### config.mk
export PLATFORM = sky130hd
export DESIGN_NAME = c1541_track_ctrl
export DESIGN_NICKNAME = d
export VERILOG_FILES = /design/src/rtl/c1541_track_ctrl.sv
export SDC_FILE = /design/constraint.sdc
export NUM_CORES = 1
export LEC_CHECK = 0
export ABC_AREA = 1
export CAP_MARGIN = 20
export CELL_PAD_IN_SITES_DETAIL_PLACEMENT = 0
export CELL_PAD_IN_SITES_GLOBAL_PLACEMENT = 1
export CORE_ASPECT_RATIO = 1.1
export CORE_MARGIN = 4
export CORE_UTILIZATION = 45
export CTS_BUF_LIST = sky130_fd_sc_hd__clkbuf_16
export DETAILED_ROUTE_END_ITERATION = 12
export GPL_ROUTABILITY_DRIVEN = 0
export HOLD_SLACK_MARGIN = 0.1
export PLACE_DENSITY_LB_ADDON = 0.12
export SYNTH_ARGS = -nofsm -noshare
export SYNTH_HDL_FRONTEND = slang
export SYNTH_SLANG_ARGS = --single-unit
export TNS_END_PERCENT = 30
### constraint.sdc
create_clock -name clk -period 5.6 [get_ports clk]
set_clock_uncertainty 0.1 [all_clocks]
set_input_delay 0.56 -clock clk [delete_from_list [all_inputs] [get_ports clk]]
set_output_delay 0.56 -clock clk [all_outputs]
set_load 0.005 [all_outputs]
### src/rtl/c1541_track_ctrl.sv
// c1541_track_ctrl: sequences the 1541 track buffer against the D64 image on SD.
// Latency: SETTLE_CYC cycles of stable track, then one SD handshake per sector; all outputs registered.
// Backpressure: each block waits on sd_ack (rise then fall); busy stalls the GCR block while the buffer is invalid.
// Ports:
//   clk, reset_n           - clock, synchronous active-low reset
//   track[5:0]             - head track, 1-based (1..40 valid)
//   img_mounted            - image present (level)
//   img_readonly           - suppresses write-back (level)
//   buf_we                 - GCR write strobe into the track buffer (marks it dirty)
//   flush                  - request write-back of a dirty buffer without a track change
//   sd_ack                 - SD host acknowledge, high for one block transfer
//   busy                   - track buffer not valid, GCR must halt
//   sd_rd / sd_wr          - block read / write request
//   sd_lba[31:0]           - D64 sector index of the requested block
//   sd_blk[4:0]            - sector within track (SD-side buffer address high bits)
module c1541_track_ctrl #(
  parameter int unsigned SETTLE_CYC = 1024
) (
  input  logic        clk,
  input  logic        reset_n,
  input  logic [5:0]  track,
  input  logic        img_mounted,
  input  logic        img_readonly,
  input  logic        buf_we,
  input  logic        flush,
  input  logic        sd_ack,
  output logic        busy,
  output logic        sd_rd,
  output logic        sd_wr,
  output logic [31:0] sd_lba,
  output logic [4:0]  sd_blk
);

  typedef enum logic [2:0] {S_IDLE, S_SETTLE, S_FLUSH, S_LOAD, S_READY} state_t;
  // Per-block handshake phase: SETUP has address stable and request low,
  // REQ holds the request until ack, WAIT waits for ack to fall.
  typedef enum logic [1:0] {PH_SETUP, PH_REQ, PH_WAIT} phase_t;

  localparam logic [15:0] SETTLE_LAST = 16'(SETTLE_CYC - 1);

  function automatic logic [31:0] trk_base(input logic [5:0] t);
    logic [31:0] tw;
    tw = {26'd0, t};
    if (t <= 6'd17)      return (tw - 32'd1) * 32'd21;
    else if (t <= 6'd24) return 32'd357 + (tw - 32'd18) * 32'd19;
    else if (t <= 6'd30) return 32'd490 + (tw - 32'd25) * 32'd18;
    else                 return 32'd598 + (tw - 32'd31) * 32'd17;
  endfunction

  function automatic logic [4:0] trk_secs(input logic [5:0] t);
    if (t <= 6'd17)      return 5'd21;
    else if (t <= 6'd24) return 5'd19;
    else if (t <= 6'd30) return 5'd18;
    else                 return 5'd17;
  endfunction

  function automatic logic trk_valid(input logic [5:0] t);
    return (t >= 6'd1) && (t <= 6'd40);
  endfunction

  state_t      state_q, state_d;
  phase_t      ph_q, ph_d;
  logic [5:0]  cur_track_q, cur_track_d;
  logic [5:0]  trk_q, trk_d;
  logic        dirty_q, dirty_d;
  logic        from_ready_q, from_ready_d;
  logic [15:0] cnt_q, cnt_d;
  logic [4:0]  blk_q, blk_d;
  logic [31:0] lba_q, lba_d;
  logic        rd_q, rd_d;
  logic        wr_q, wr_d;
  logic        busy_q, busy_d;

  logic        we_set;
  logic        blk_done;
  logic        last_blk;

  assign we_set   = buf_we && !img_readonly;
  assign last_blk = (blk_q == trk_secs(cur_track_q) - 5'd1);

  always_comb begin
    state_d      = state_q;
    ph_d         = ph_q;
    cur_track_d  = cur_track_q;
    trk_d        = track;
    dirty_d      = dirty_q | we_set;
    from_ready_d = from_ready_q;
    cnt_d        = cnt_q;
    blk_d        = blk_q;
    lba_d        = lba_q;
    rd_d         = rd_q;
    wr_d         = wr_q;
    busy_d       = busy_q;
    blk_done     = 1'b0;

    case (state_q)
      S_IDLE: begin
        busy_d = 1'b1;
        if (!img_mounted) begin
          dirty_d     = 1'b0;
          cur_track_d = 6'd0;
        end else if (trk_valid(track)) begin
          state_d = S_SETTLE;
          cnt_d   = 16'd0;
        end
      end

      S_SETTLE: begin
        if (!img_mounted) begin
          state_d     = S_IDLE;
          dirty_d     = 1'b0;
          cur_track_d = 6'd0;
        end else if (!trk_valid(track)) begin
          // Keep cur_track/dirty: a later settle still writes the old track back.
          state_d = S_IDLE;
        end else if (track != trk_q) begin
          cnt_d = 16'd0;
        end else if (cnt_q == SETTLE_LAST) begin
          blk_d = 5'd0;
          ph_d  = PH_SETUP;
          if (dirty_q && cur_track_q != 6'd0) begin
            // cur_track is left alone during the flush and serves as its target.
            state_d      = S_FLUSH;
            from_ready_d = 1'b0;
            lba_d        = trk_base(cur_track_q);
          end else begin
            state_d     = S_LOAD;
            cur_track_d = track;
            dirty_d     = 1'b0;
            lba_d       = trk_base(track);
          end
        end else begin
          cnt_d = cnt_q + 16'd1;
        end
      end

      S_FLUSH, S_LOAD: begin
        case (ph_q)
          PH_SETUP: begin
            // Nothing outstanding yet, so an unmount can abort immediately.
            if (!img_mounted) begin
              state_d     = S_IDLE;
              dirty_d     = 1'b0;
              cur_track_d = 6'd0;
            end else begin
              rd_d = (state_q == S_LOAD);
              wr_d = (state_q == S_FLUSH);
              ph_d = PH_REQ;
            end
          end
          PH_REQ: begin
            if (sd_ack) begin
              rd_d = 1'b0;
              wr_d = 1'b0;
              ph_d = PH_WAIT;
            end
          end
          PH_WAIT: blk_done = !sd_ack;
          default: ph_d = PH_SETUP;
        endcase

        if (blk_done) begin
          ph_d = PH_SETUP;
          if (!img_mounted) begin
            state_d     = S_IDLE;
            dirty_d     = 1'b0;
            cur_track_d = 6'd0;
          end else if (state_q == S_LOAD && track != cur_track_q) begin
            // Re-step mid-load: remaining blocks are abandoned.
            state_d = S_SETTLE;
            cnt_d   = 16'd0;
            dirty_d = 1'b0;
          end else if (!last_blk) begin
            blk_d = blk_q + 5'd1;
            lba_d = trk_base(cur_track_q) + {27'd0, blk_q + 5'd1};
          end else if (state_q == S_LOAD) begin
            state_d = S_READY;
            busy_d  = 1'b0;
          end else begin
            // Flush done; a write landing in this same cycle keeps the buffer dirty.
            dirty_d = we_set;
            if (from_ready_q && track == cur_track_q) begin
              state_d = S_READY;
              busy_d  = 1'b0;
            end else if (from_ready_q || !trk_valid(track)) begin
              // Track moved while flushing: settle on it before loading.
              state_d = trk_valid(track) ? S_SETTLE : S_IDLE;
              cnt_d   = 16'd0;
            end else begin
              state_d     = S_LOAD;
              cur_track_d = track;
              dirty_d     = 1'b0;
              blk_d       = 5'd0;
              lba_d       = trk_base(track);
            end
          end
        end
      end

      S_READY: begin
        if (!img_mounted) begin
          state_d     = S_IDLE;
          busy_d      = 1'b1;
          dirty_d     = 1'b0;
          cur_track_d = 6'd0;
        end else if (track != cur_track_q) begin
          // Track change beats a simultaneous flush; dirty data goes out via SETTLE.
          state_d = S_SETTLE;
          cnt_d   = 16'd0;
          busy_d  = 1'b1;
        end else if (flush && dirty_q) begin
          state_d      = S_FLUSH;
          from_ready_d = 1'b1;
          busy_d       = 1'b1;
          blk_d        = 5'd0;
          lba_d        = trk_base(cur_track_q);
          ph_d         = PH_SETUP;
        end
      end

      default: state_d = S_IDLE;
    endcase
  end

  always_ff @(posedge clk) begin
    if (!reset_n) begin
      state_q      <= S_IDLE;
      ph_q         <= PH_SETUP;
      cur_track_q  <= 6'd0;
      trk_q        <= 6'd0;
      dirty_q      <= 1'b0;
      from_ready_q <= 1'b0;
      cnt_q        <= 16'd0;
      blk_q        <= 5'd0;
      lba_q        <= 32'd0;
      rd_q         <= 1'b0;
      wr_q         <= 1'b0;
      busy_q       <= 1'b1;
    end else begin
      state_q      <= state_d;
      ph_q         <= ph_d;
      cur_track_q  <= cur_track_d;
      trk_q        <= trk_d;
      dirty_q      <= dirty_d;
      from_ready_q <= from_ready_d;
      cnt_q        <= cnt_d;
      blk_q        <= blk_d;
      lba_q        <= lba_d;
      rd_q         <= rd_d;
      wr_q         <= wr_d;
      busy_q       <= busy_d;
    end
  end

  assign busy   = busy_q;
  assign sd_rd  = rd_q;
  assign sd_wr  = wr_q;
  assign sd_lba = lba_q;
  assign sd_blk = blk_q;

endmodule

==> impl_metrics.py <==
metrics = {
    "outcome": {
        "status": "complete, no violations",
    },
    "yosys": {
        "async_reset_ff_share_pct": 0,
        "ys_seq_area_share_pct": 12.0,
        "syn_inst": 2063,
        "synthesis.nets": 2270,
        "synth.avg_cell_area_um2": 6.08,
        "yosys_warnings": 0,
        "netlist_area_um2": 12600,
        "synth_top_flop_cell": "dfxtp_1",
        "ys_types": 59,
        "synth_edf_count": 0,
        "synth-seq-cells": 75,
    },
    "setup_path": {
        "worstRegToRegCells": 33,
        "r2r_start": "cur_track_q[2]",
        "cp_data_arrival_time_ps": 5370,
        "critPathKind": "primary input to register",
        "cp-end-kind": "register",
        "rr_endpoint": "sd_lba[18]",
        "cp_data_required_time_ps": 5740,
        "worst-r2r-setup-slack_ps": 440,
        "critPathLaunchType": "primary input",
        "crit_fanout": 16,
        "crit_start": "track[2]",
    },
    "power_and_ir_drop": {
        "clkPwrFrac_pct": 10.4,
        "p_int_w": 0.00248,
        "pwr-share-seq_pct": 11.1,
        "power_leakage_nw": 6.99,
        "power_density_nw_per_um2": 404,
        "p_switching_w": 0.00315,
        "power_w": 0.00563,
        "comb_power_share_pct": 78.5,
        "vdd_drop_max_v": 0.000237,
        "swShare_pct": 55.9,
    },
    "worst_hold_path": {
        "hold_end": "cnt_q[7]",
        "hold_class": "register to register",
        "hold_depth": 2,
        "hp-start": "cnt_q[7]",
    },
    "routing": {
        "wl_met3_um": 1760,
        "drt_iter0_drc": 841,
        "drc_errors": 0,
        "wl_met1_um": 17300,
        "drt_first_pass_iters": 7,
        "top_layer": "met4",
        "wl_um": 40500,
        "met2_length_um": 19900,
        "vias": 13464,
        "postRouteAntennaNets": 0,
        "routedWlPerCell_um": 16.3,
        "via_per_inst": 5.44,
    },
    "floorplanning": {
        "initial_core_util_pct": 46.2,
        "floorplan.die_area_um2": 30600,
        "die_y_um": 183,
        "rows": 63,
        "die_x_um": 167,
        "io_pins": 53,
        "placeableCoreArea_um2": 27200,
    },
    "clock_network": {
        "insertion_delay_ps": 360,
        "cts_num_sinks": 75,
        "clock_path_buffers": 2,
        "clkTransAtPathRegs_ps": 70,
        "cts-root-buf": "clkbuf_16",
        "cts_buffers": 9,
        "ctsHoldBuffers": 0,
        "cts_max_level": 3,
        "tritoncts": "built",
    },
    "global_routing": {
        "grt_pass1_vias": 12868,
        "grt_usage_pct": 26.3,
        "grt_max_degree": 54,
        "grt_pass1_wl_um": 66500,
        "antenna_found_initial": 0,
        "grt_overflow": 0,
    },
    "finish": {
        "final_util_pct": 51.2,
        "syn_to_final_growth_pct": 11.0,
        "layout-drive-gt1-share_pct": 6.60,
        "num_antenna_cells": 0,
        "nNetsFinal": 2323,
    },
    "sta": {
        "final-setup-viol-count": 0,
        "period_minus_slack_ps": 5230,
        "tightest_slew_ps": 983,
        "max_freq_mhz": 191,
        "hold_viol": 0,
        "finalMaxSlewViolations": 0,
        "slew_headroom_pct": 34.2,
        "post-route-period-util_pct": 93.4,
    },
    "place": {
        "io_buffers": 52,
        "dp_hpwl_um": 33200,
    },
    "run": {
        "drv_cap": 0,
    },
}
==> synthesized netlist by cell type (18+ instances only) <==
| master | instances | area [µm²] |
|---|---|---|
| o21ai_0 | 143 | 716 |
| nand4_1 | 32 | 200 |
| nor2_1 | 185 | 694 |
| xor2_1 | 45 | 394 |
| a21oi_1 | 133 | 666 |
| dfxtp_1 | 75 | 1500 |
| buf_2 | 22 | 110 |
| clkbuf_1 | 22 | 82.6 |
| fa_1 | 25 | 500 |
| a31oi_1 | 20 | 125 |
| ha_1 | 169 | 2110 |
| xnor2_1 | 20 | 175 |
| inv_2 | 18 | 67.6 |
| nor3_1 | 29 | 145 |
| inv_1 | 323 | 1210 |
| nand3_1 | 159 | 796 |
| nand2_1 | 490 | 1840 |
==> cells by family after synthesis <==
logic type	count (synthesis)	share of synthesized area [%]
XOR/XNOR	65	4.54
AND/OR/NAND/NOR	953	33.0
flip-flops	75	12.0
adder cells (fa/ha/maj)	194	20.8
AO/OA/AOI/OAI	376	17.0
buffers and inverters	400	12.7
==> state kept, by name, summed over array words and instances (netlist names) <==
| signal | flops |
|---|---|
| sd_lba | 32 |
| cnt_q | 16 |
| cur_track_q | 6 |
| trk_q | 6 |
| sd_blk | 5 |
| state_q | 3 |
| ph_q | 2 |
| busy | 1 |
| dirty_q | 1 |
| from_ready_q | 1 |
| sd_rd | 1 |
| sd_wr | 1 |
==> worst max path at each step <==
stage / end / slack (ps) / cells after the start
after global placement: sd_lba[13] / 50 / 26
after CTS: sd_lba[20] / 220 / 30
after global routing: sd_lba[25] / -10 / 32
after floorplan: sd_lba[29] / 610 / 28
after detailed placement: sd_lba[13] / -90 / 26
final: sd_lba[23] / 370 / 27
==> repair_timing <==
action | in CTS | in global routing
resized for setup | 0 | 24
setup buffers | 0 | 3
endpoints found under the setup margin | 0 | 20
==> layout by cell type, fill, tap and decap left out, types with 44 or more instances in the layout <==
| cell type | synthesis | layout |
|---|---|---|
| nand2_1 | 490 | 488 |
| inv_1 | 323 | 324 |
| nor2_1 | 185 | 183 |
| ha_1 | 169 | 168 |
| nand3_1 | 159 | 159 |
| o21ai_0 | 143 | 140 |
| a21oi_1 | 133 | 127 |
| dfxtp_1 | 75 | 73 |
| clkdlybuf4s50_1 | 0 | 52 |
| buf_4 | 4 | 45 |
| xor2_1 | 45 | 44 |
==> area by class of cell <==
class | count | area (µm²)
Clock buffer | 9 | 225
Fill cell | 2912 | 13300
Timing Repair Buffer | 98 | 870
Inverter | 344 | 1300
Sequential cell | 75 | 1500
Clock inverter | 6 | 57.6
Tap cell | 357 | 447
Multi-Input combinational cell | 1588 | 9520
==> routing by layer <==
layer,vias up,GRT usage (%)
met5,-,0
met4,0,9.94
met3,81,2.26
met2,341,47.4
met1,6168,32.7
li1,6874,-
==> power groups by stage <==
stage | Combinational (W) | Sequential, W | Clock, W
global placement | 0.00427 | 0.000636 | 0
finish | 0.00442 | 0.000625 | 0.000587
global route | 0.00509 | 0.000630 | 0.000615
floorplan | 0.00323 | 0.000621 | 0
CTS | 0.00435 | 0.000624 | 0.000597
detailed placement | 0.00432 | 0.000636 | 0
==> stage by stage <==
stage | hold WS, ps | setup WS, ps | instances | cell area (µm²) | TNS [ps]
5_1_grt | 392 | -14.8 | 2477 | 13900 | -28.0
6_report | 364 | 370 | 2477 | 13900 | 0
3_3_place_gp | 351 | 51.3 | 2459 | 13600 | 0
4_1_cts | 371 | 223 | 2474 | 13800 | 0
3_5_place_dp | 356 | -86.4 | 2459 | 13600 | -122
2_1_floorplan | 338 | 614 | 2063 | 12600 | 0
==> worst max-delay path, cell delays in order <==
cell	delay, ps
clkdlybuf4s50_1	510
buf_4	210
nor2_1	100
a21oi_1	170
inv_1	60
nand2_1	120
inv_1	100
ha_1	300
ha_1	180
inv_1	80
fa_1	450
fa_1	550
inv_1	50
ha_1	310
nand4_1	80
o21ai_0	380
nand2_1	100
nand2_1	110
nand2_1	60
nand2_1	70
nand3_1	100
nand2_2	160
clkinv_4	140
nand2_1	130
nand2_1	70
a21oi_2	170
a21oi_1	80
No activity file was read; power rests on OpenSTA's default activity.
